==> src/rtl/full_adder_pkg.sv <==
// Shared defaults for the registered ripple-carry adder.
// Only the default operand width lives here; the width stays a module parameter.
package full_adder_pkg;
    localparam int FA_DEFAULT_WIDTH = 4;
endpackage

==> src/rtl/full_adder_bit.sv <==
// One ripple-carry cell: purely combinational 1-bit full adder.
module full_adder_bit (
    input  logic x,
    input  logic y,
    input  logic c,
    output logic s,
    output logic co
);
    logic p;

    assign p  = x ^ y;
    assign s  = p ^ c;
    assign co = (x & y) | (c & p);
endmodule

==> src/rtl/full_adder.sv <==
// Registered ripple-carry adder: {cout,sum} = a + b + cin, one cycle of latency.
// The result registers reset synchronously to zero.
module full_adder
    import full_adder_pkg::*;
#(
    parameter int DATA_WIDTH = FA_DEFAULT_WIDTH
) (
    input  logic                  clk,
    input  logic                  rst,
    input  logic [DATA_WIDTH-1:0] a,
    input  logic [DATA_WIDTH-1:0] b,
    input  logic                  cin,
    output logic [DATA_WIDTH-1:0] sum,
    output logic                  cout
);
    logic [DATA_WIDTH:0]   carry;
    logic [DATA_WIDTH-1:0] sum_c;

    assign carry[0] = cin;

    // carry[i] feeds cell i; the last cell's carry becomes cout
    for (genvar i = 0; i < DATA_WIDTH; i++) begin : g_bit
        full_adder_bit u_bit (
            .x  (a[i]),
            .y  (b[i]),
            .c  (carry[i]),
            .s  (sum_c[i]),
            .co (carry[i+1])
        );
    end

    always_ff @(posedge clk) begin
        if (rst) begin
            sum  <= '0;
            cout <= 1'b0;
        end else begin
            sum  <= sum_c;
            cout <= carry[DATA_WIDTH];
        end
    end
endmodule

==> config.mk <==
export PLATFORM = sky130hd
export DESIGN_NAME = full_adder
export DESIGN_NICKNAME = d
export VERILOG_FILES = /design/src/rtl/full_adder_pkg.sv /design/src/rtl/full_adder_bit.sv /design/src/rtl/full_adder.sv
export SDC_FILE = /design/constraint.sdc
export NUM_CORES = 1
export LEC_CHECK = 0
export CELL_PAD_IN_SITES_DETAIL_PLACEMENT = 2
export CELL_PAD_IN_SITES_GLOBAL_PLACEMENT = 2
export CORE_AREA = 2 2 39 41
export CTS_CLUSTER_SIZE = 16
export DETAILED_ROUTE_END_ITERATION = 7
export DIE_AREA = 0 0 41 43
export GPL_ROUTABILITY_DRIVEN = 0
export HOLD_SLACK_MARGIN = 0.08
export PLACE_DENSITY = 0.76
export SETUP_SLACK_MARGIN = 0.3
export SKIP_CTS_REPAIR_TIMING = 1
export SYNTH_ARGS = -nofsm -noshare
export SYNTH_HDL_FRONTEND = slang
export SYNTH_HIERARCHICAL = 1
export SYNTH_SLANG_ARGS = --single-unit
==> constraint.sdc <==
create_clock -name clk -period 4.71 [get_ports clk]
set_input_delay 0.471 -clock clk [delete_from_list [all_inputs] [get_ports clk]]
set_output_delay 0.471 -clock clk [all_outputs]
set_load 0.02 [all_outputs]
# Yosys cells after proc, flatten, opt, wreduce, memory -nomap -nowiden
# Index checks and enable logic that the tools add are counted.
# totals
ff_bits	5
inputBits	11
# classes
n_bitwise	20
# op_table
op	n
$and 1x1->1	8
$xor 1x1->1	8
$or 1x1->1	4

# Longest topological paths before layout
# Gate-level depths: netlist (run 1).
# depth
word_depth	9
depth_mapped	5
depth_no_buf	5

# By module
# Netlist (run 1), hierarchy kept.
# modules_own_cells
mod	instances	cells_per_inst	area_per_inst_um2	seq_area_each_um2
full_adder	1	10	131.4	100.1
full_adder_bit	4	1	20.0	0.0

# Worst setup path after synthesis (run 1)
# OpenSTA, ideal clock, no wires.
# synth_timing
kind	input to register
startpoint	in cin
endpoint	reg sum[3]
arrival_time_ns	2.397
required_time_ns	4.596
path_slack_ns	2.199
cell_stages	5
n_path_buf	0
cell_sequence	fa_1 > fa_1 > fa_1 > fa_1 > nor2b_1
# synth_between
elab_chain_len	7
# synth_lines
element	line	text
start, declared	full_adder.sv:12	input logic cin,
$and 1x1->1	full_adder_bit.sv:13	assign co = (x & y) | (c & p);
$or 1x1->1	full_adder_bit.sv:13	
$and 1x1->1	full_adder_bit.sv:13	
$or 1x1->1	full_adder_bit.sv:13	
via carry[2]	full_adder.sv:16	logic [DATA_WIDTH:0] carry;
$and 1x1->1	full_adder_bit.sv:13	
$or 1x1->1	full_adder_bit.sv:13	
via carry[3]	full_adder.sv:16	
$xor 1x1->1	full_adder_bit.sv:12	assign s = p ^ c;
via sum_c[3]	full_adder.sv:17	logic [DATA_WIDTH-1:0] sum_c;
end signal, assigned	full_adder.sv:37	sum <= sum_c;
end, declared	full_adder.sv:13	output logic [DATA_WIDTH-1:0] sum,
# The timed path passes the listed nets, and every way through them passes these cells.
# A chain may end at the register's enable or synchronous reset.

# Worst setup path after layout (run 1)
# layout_timing
startpoint	in cin
endpoint	reg sum[3]
# layout_between
elab_chain_len	7
# layout_lines
element	line
$and 1x1->1	full_adder_bit.sv:13
$or 1x1->1	full_adder_bit.sv:13
via carry[1]	full_adder.sv:16
$and 1x1->1	full_adder_bit.sv:13
$or 1x1->1	full_adder_bit.sv:13
via carry[2]	full_adder.sv:16
$and 1x1->1	full_adder_bit.sv:13
$or 1x1->1	full_adder_bit.sv:13
via carry[3]	full_adder.sv:16
$xor 1x1->1	full_adder_bit.sv:12
via sum_c[3]	full_adder.sv:17
# The timed path passes the listed nets, and every way through them passes these cells.

==> results of run 1 <==
-- placed cells by master, fill, tap and decap left out --
cell type        synthesis  final
clkdlybuf4s50_1          0     15
nor2b_1                  5      5
dfxtp_1                  5      5
fa_1                     4      4
clkbuf_4                 0      3
clkbuf_1                 0      1
-- through the flow --
stage,area [um2],std cells
finish,408,49
global placement,382,45
detailed placement,382,45
global route,408,49
CTS,408,49
floorplan,211,14
-- registers in the layout (all words and copies together) (netlist names) --
name  flops
sum       4
cout      1
-- kinds of logic after synthesis --
group                      Yosys count  share of synthesized area [%]
DFF                                  5                           47.3
and+or+nand+nor                      5                           14.8
adders and majority gates            4                           37.9
-- critical path: stages --
cell             delay (ns)
clkdlybuf4s50_1        0.43
fa_1                   0.46
fa_1                   0.47
fa_1                   0.46
fa_1                   0.54
nor2b_1                0.14
-- layer usage --
| metal | GRT usage, % | up-vias | part of all wire (%) |
|---|---|---|---|
| met2 | 12.2 | 18 | 49 |
| met4 | 10.0 | 0 | 3.9 |
| li1 | - | 79 | - |
| met5 | 0 | - | 0 |
| met1 | 5.25 | 75 | 31 |
| met3 | 2.09 | 2 | 15 |
-- cell usage after synthesis --
cell / number / share of area [%]
dfxtp_1: 5 / 47
fa_1: 4 / 38
nor2b_1: 5 / 15
-- how the worst max path moves through the flow --
stage	startpoint	endpoint	slack, ns	cells after the start
after detailed placement	cin	sum[3]	1.62	6
after global routing	cin	sum[3]	1.80	6
final	cin	sum[3]	1.91	6
after global placement	cin	sum[3]	1.70	6
after CTS	cin	sum[3]	1.87	6
after floorplan	cin	sum[3]	2.20	5
-- report_power, final --
part | switching, mW | total (mW) | internal [mW]
logic | 0.0141 | 0.0352 | 0.0211
registers | 0.00110 | 0.0484 | 0.0473
clock network | 0.0164 | 0.0483 | 0.0319
total | 0.0316 | 0.132 | 0.100
-- layout make-up --
type | count | area (um2) | area share (%)
timing repair buffer | 15 | 150 | 36.8
multi-input combinational | 9 | 111 | 27.3
sequential | 5 | 100 | 24.5
clock buffer | 4 | 26.3 | 6.44
tap | 16 | 20.0 | 4.91
==> flow_summary.ini, run 1 <==
[drt]
dr.pass1.iters = 1
avgViaCountPerCell = 3.55
drc_errors = 0
totalWireLength_um = 487
wire_per_inst_um = 9.94
drt_iter0_markers = 0
ant_nets = 0
num_vias = 174

[sta]
whs_ns = 0.867
rsz0062_at_grt = no
relSlewSlack_pct = 85.5
period_needed_ns = 2.80
drv_slew = 0
finalSetupViolations = 0
maxClockFrequency_ghz = 0.357
final_hold_viol_count = 0
tightestPinTransition_ns = 0.217
setup_ws_ns = 1.91
tns_ns = 0
fin_crit_sh_pct = 59.5

[global_routing]
grt_first_pass_wirelength_um = 772
grt_max_degree = 6
track_usage_pct = 7.47
grt_overflow = 0
grt_pass1_vias = 217
antenna_found_initial = 0

[synthesis]
synthCells = 14
synth_area_per_cell_um2 = 15.1
ys_seq_elements = 5
synth_warnings = 6
syn_area_um2 = 211
synth_nets = 29
ys_seq_area_share_pct = 47.3
ys_types = 3

[clock_tree]
clk_pin_slew_ns = 0.04
clock-root-buffer = clkbuf_4
cts_tree = built
cts_buffers = 3
cts_buffer_depth = 2
htreeDepth = 1
clkSinkCount = 5

[floorplanning]
ios = 16
die_area_um2 = 1760
rows = 14
dieWidth_um = 41
die_h_um = 43
start_util_pct = 15.3
core_um2 = 1380

[power_and_ir_drop]
finalPower_uw = 132
power_density_nw_per_um2 = 323
worst_ir_drop_vdd_v = 0.0000643
leakagePower_nw = 0.154

[worst_hold_path]
holdPathEnd = sum[1]
hold_depth = 2
hp-class = in -> reg
timing.hold.worst.start = rst

[cells_and_area]
fill_cells = 155
n_antenna_cell = 0
finalNetCount = 49
syn2layout_area_growth_pct = 92.9
fin_util_pct = 29.5
layout-drive-gt1-share_pct = 9.09

[placed_design]
place_ws_ns = 1.62
numPortBuffers = 15

[flow_run]
drv_cap = 0

[setup_path]
cp-start-kind = primary input
path_max_fanout = 1
cp-end-kind = flop
required_ns = 4.88
path_class = in -> reg
worstPathArrival_ns = 2.97

[run_status]
status = finished, final reports clean
Power figures use the tool's default switching activity.
==> run 2, diff against run 1 <==
CORE_AREA = default   (was 2 2 39 41)
CORE_MARGIN = 2   (was default)
CORE_UTILIZATION = 15   (was default)
DIE_AREA = default   (was 0 0 41 43)
PLACE_DENSITY = 0.75   (was 0.76)
clock period = 2.5 ns   (was 4.71 ns; I/O delays follow)
==> flow_summary.ini, run 2 (synthesis results as in run 1) <==
[run_status]
status = finished, final reports clean

[drt]
num_vias = 179
avgViaCountPerCell = 3.73
totalWireLength_um = 526
wire_per_inst_um = 11.0
drc_errors = 0
drt_iter0_markers = 0
ant_nets = 0
dr.pass1.iters = 1

[cells_and_area]
n_antenna_cell = 0
regMostFlops = sum
stdcell_area_um2 = 424
layout_common_cells = clkdlybuf4s50_1, dfxtp_1, nor2b_1
fin_util_pct = 32.6
largest_reg_flops = 4
syn2layout_area_growth_pct = 101
reg_top3 = sum x4, cout x1
mostFrequentLayoutCell = clkdlybuf4s50_1
layout-drive-gt1-share_pct = 21.2
finalNetCount = 49

[setup_path]
crit_slowest_cell = fa_1
slowest_delay_ns = 0.48
cp-start-kind = primary input
crit_top_cell = fa_2
path_max_fanout = 1
cp-end-kind = flop
crit_chain = dlymetal6s2s_1, fa_2, fa_2, fa_2, fa_1, nor2b_2
required_ns = 2.63
path_class = in -> reg
worstPathArrival_ns = 2.13

[sta]
drv_slew = 0
maxClockFrequency_ghz = 0.498
whs_ns = 0.478
rsz0062_at_grt = no
relSlewSlack_pct = 85.7
fin_crit_sh_pct = 80.3
final_hold_viol_count = 0
tightestPinTransition_ns = 0.214
setup_ws_ns = 0.491
tns_ns = 0
period_needed_ns = 2.01
finalSetupViolations = 0

[placed_design]
place_ws_ns = -0.214
numPortBuffers = 15
dpl_cell_area_um2 = 385

[global_routing]
grt_first_pass_wirelength_um = 862
grt_max_degree = 6
antenna_found_initial = 0
grt_pass1_vias = 235
grt_overflow = 0
track_usage_pct = 7.30

[floorplanning]
die_area_um2 = 1730
dieWidth_um = 41.5
ios = 16
core_um2 = 1300
rows = 13
die_h_um = 41.5
start_util_pct = 16.3

[worst_hold_path]
hold_depth = 3
holdPathEnd = sum[0]
timing.hold.worst.start = cin
hp-class = in -> reg

[clock_tree]
cts_buffers = 3
clock-root-buffer = clkbuf_4
htreeDepth = 1
clkSinkCount = 5
cts_buffer_depth = 2
clk_pin_slew_ns = 0.04
cts_tree = built

[flow_run]
drv_cap = 0

[power_and_ir_drop]
power_density_nw_per_um2 = 595
worst_ir_drop_vdd_v = 0.000137
leakagePower_nw = 0.180
## run 2: cell types whose count changed in the layout (fill, tap and decap cells not counted), sizes merged
cell	change
clkdlybuf4s50	-3
dlymetal6s2s	+3
## run 2: worst max-delay path by stage
| stage | startpoint | end | slack, ns | depth (start not counted) |
|---|---|---|---|---|
| 3_3_place_gp | cin | sum[3] | -0.18 | 6 |
| 6_report | a[0] | sum[3] | 0.49 | 6 |
| 3_5_place_dp | cin | sum[3] | -0.21 | 6 |
| 5_1_grt | a[0] | sum[3] | 0.43 | 6 |
| 2_1_floorplan | cin | sum[3] | 0.31 | 5 |
| 4_1_cts | cin | sum[3] | 0.04 | 6 |
## run 2: per-stage QoR
step	total power, mW	instances
after detailed placement	0.162	44
after floorplan	0.120	14
after global routing	0.271	48
after global placement	0.158	44
after CTS	0.257	48
final	0.252	48
## run 2: area by class of cell
cell class / count / area (um2)
Sequential cell: 5 / 100
Clock buffer: 4 / 26.3
Multi-Input combinational cell: 9 / 121
Fill cell: 147 / 877
Tap cell: 15 / 18.8
Timing Repair Buffer: 15 / 158
## run 2: power by group
| group | switching [mW] | internal, mW | total (mW) |
|---|---|---|---|
| logic | 0.0286 | 0.0413 | 0.0699 |
| clock network | 0.0312 | 0.0602 | 0.0914 |
| registers | 0.00204 | 0.0891 | 0.0912 |
## run 2: critical path: cells and delay by family
kind / cells / cell delay (ns)
fa+ha+maj: 4 / 1.58
buf+inv: 1 / 0.14
simple gates: 1 / 0.16
## run 2: routing by layer
metal / GRT usage, % / vias to the layer above / wire length (um)
met1: 5.61 / 80 / 171
met4: 11.6 / 0 / 19
met5: 0 / - / 0
li1: - / 80 / -
met3: 1.74 / 2 / 62
met2: 11.9 / 17 / 273
==> run 3, diff against run 2 <==
CORE_AREA = 2 2 39 41   (was default)
CORE_MARGIN = default   (was 2)
CORE_UTILIZATION = default   (was 15)
DIE_AREA = 0 0 41 43   (was default)
PLACE_DENSITY = 0.76   (was 0.75)
clock period = 1.9 ns   (was 2.5 ns; I/O delays follow)
==> flow_summary.ini, run 3 (synthesis results as in run 1) <==
[clock_tree]
cts_buffer_depth = 2
clk_pin_slew_ns = 0.04
clock-root-buffer = clkbuf_4
htreeDepth = 1
cts_buffers = 3
clkSinkCount = 5
cts_tree = built

[global_routing]
met2_usage_pct = 13.8
antenna_found_initial = 0
grt_max_degree = 6
grt_use_met1_pct = 4.58
use_met3_pct = 3.66
top_usage_layer = met2
track_usage_pct = 7.47
grt_first_pass_wirelength_um = 793
grt_pass1_vias = 212
grt_overflow = 0

[power_and_ir_drop]
power_density_nw_per_um2 = 802
finalPower_uw = 328
worst_ir_drop_vdd_v = 0.000193
clock_power_share_pct = 35.8
netSwitchingPower_uw = 79.1
p_int_uw = 249
pwr-share-comb_pct = 27.4
leakagePower_nw = 0.153
pwr-share-seq_pct = 36.8
p_sw_share_pct = 24.1

[sta]
whs_ns = 0.355
finalSetupViolations = 1
maxClockFrequency_ghz = 0.524
setup_ws_ns = -0.00983
fin_crit_sh_pct = 101
relSlewSlack_pct = 85.7
drv_slew = 0
period_needed_ns = 1.91
tightestPinTransition_ns = 0.214
final_hold_viol_count = 0
rsz0062_at_grt = yes

[placed_design]
dp_cells = 45
numPortBuffers = 15
place_ws_ns = -0.560

[cells_and_area]
mostFrequentLayoutCell = clkdlybuf4s50_1
reg_top3 = sum x4, cout x1
regMostFlops = sum
largest_reg_flops = 4
syn2layout_area_growth_pct = 93.5
n_antenna_cell = 0
layout-drive-gt1-share_pct = 30.3
fin_util_pct = 29.6
fin_cells = 49
layout_common_cells = clkdlybuf4s50_1, nor2b_1, dfxtp_1
finalNetCount = 49

[setup_path]
worst-path-buf-inv = 1
crit_slowest_cell = fa_2
crit_chain = buf_6, fa_2, fa_2, fa_2, fa_2, nor2b_1
path_max_fanout = 1
cp-start-kind = primary input
crit_top_cell = fa_2
required_ns = 2.07
path_class = in -> reg
cp-end-kind = flop
cp_top_family = adder cells
slowest_delay_ns = 0.54
worstPathArrival_ns = 2.08

[worst_hold_path]
hp-class = in -> reg

[drt]
drc_errors = 0
num_vias = 180
dr.pass1.iters = 1
totalWireLength_um = 535
avgViaCountPerCell = 3.67
drt_iter0_markers = 0
wire_per_inst_um = 10.9
ant_nets = 0

[floorplanning]
rows = 14
core_um2 = 1380
start_util_pct = 15.3
die_h_um = 43
dieWidth_um = 41
ios = 16
die_area_um2 = 1760

[run_status]
violations = setup timing
status = finished with violations

[flow_run]
drv_cap = 0
-- run 3: cell count changes in the layout (fill, tap and decap cells not counted), sizes merged --
cell,delta
buf,+1
dlymetal6s2s,-3
clkbuf,+2
-- run 3: final cells by class --
class / instances / area, um2
Multi-Input combinational cell: 9 / 121
Clock buffer: 4 / 26.3
Sequential cell: 5 / 100
Timing Repair Buffer: 15 / 141
Fill cell: 152 / 975
Tap cell: 16 / 20.0
-- run 3: path summary, 6_finish.rpt --
kind | from | end | slack [ns] | cells after the start
hold / removal | a[0] | sum[0] | 0.35 | 3
setup / recovery | a[0] | sum[3] | -0.01 | 6
-- run 3: per-layer routing --
layer / part of all wire, % / up-vias
met2: 57 / 14
li1: - / 79
met5: 0 / -
met3: 13 / 0
met4: 0 / 0
met1: 30 / 87
-- run 3: through the flow --
stage                     area, um2  setup TNS (ns)
final                           409        -0.00983
after global routing            409         -0.0573
after CTS                       415          -0.524
after detailed placement        389           -1.22
after global placement          389           -1.12
after floorplan                 219               0
-- run 3: power groups by stage --
stage          clock network, mW  registers (mW)  logic [mW]
2_1_floorplan                  0           0.137      0.0188
3_3_place_gp                   0           0.121      0.0868
3_5_place_dp                   0           0.123      0.0917
4_1_cts                    0.124           0.121      0.0928
5_1_grt                    0.132           0.121       0.101
6_report                   0.117           0.121      0.0898
-- run 3: worst min-delay path, stage by stage --
cell,delay (ns)
buf_6,0.07
fa_2,0.18
nor2b_1,0.11
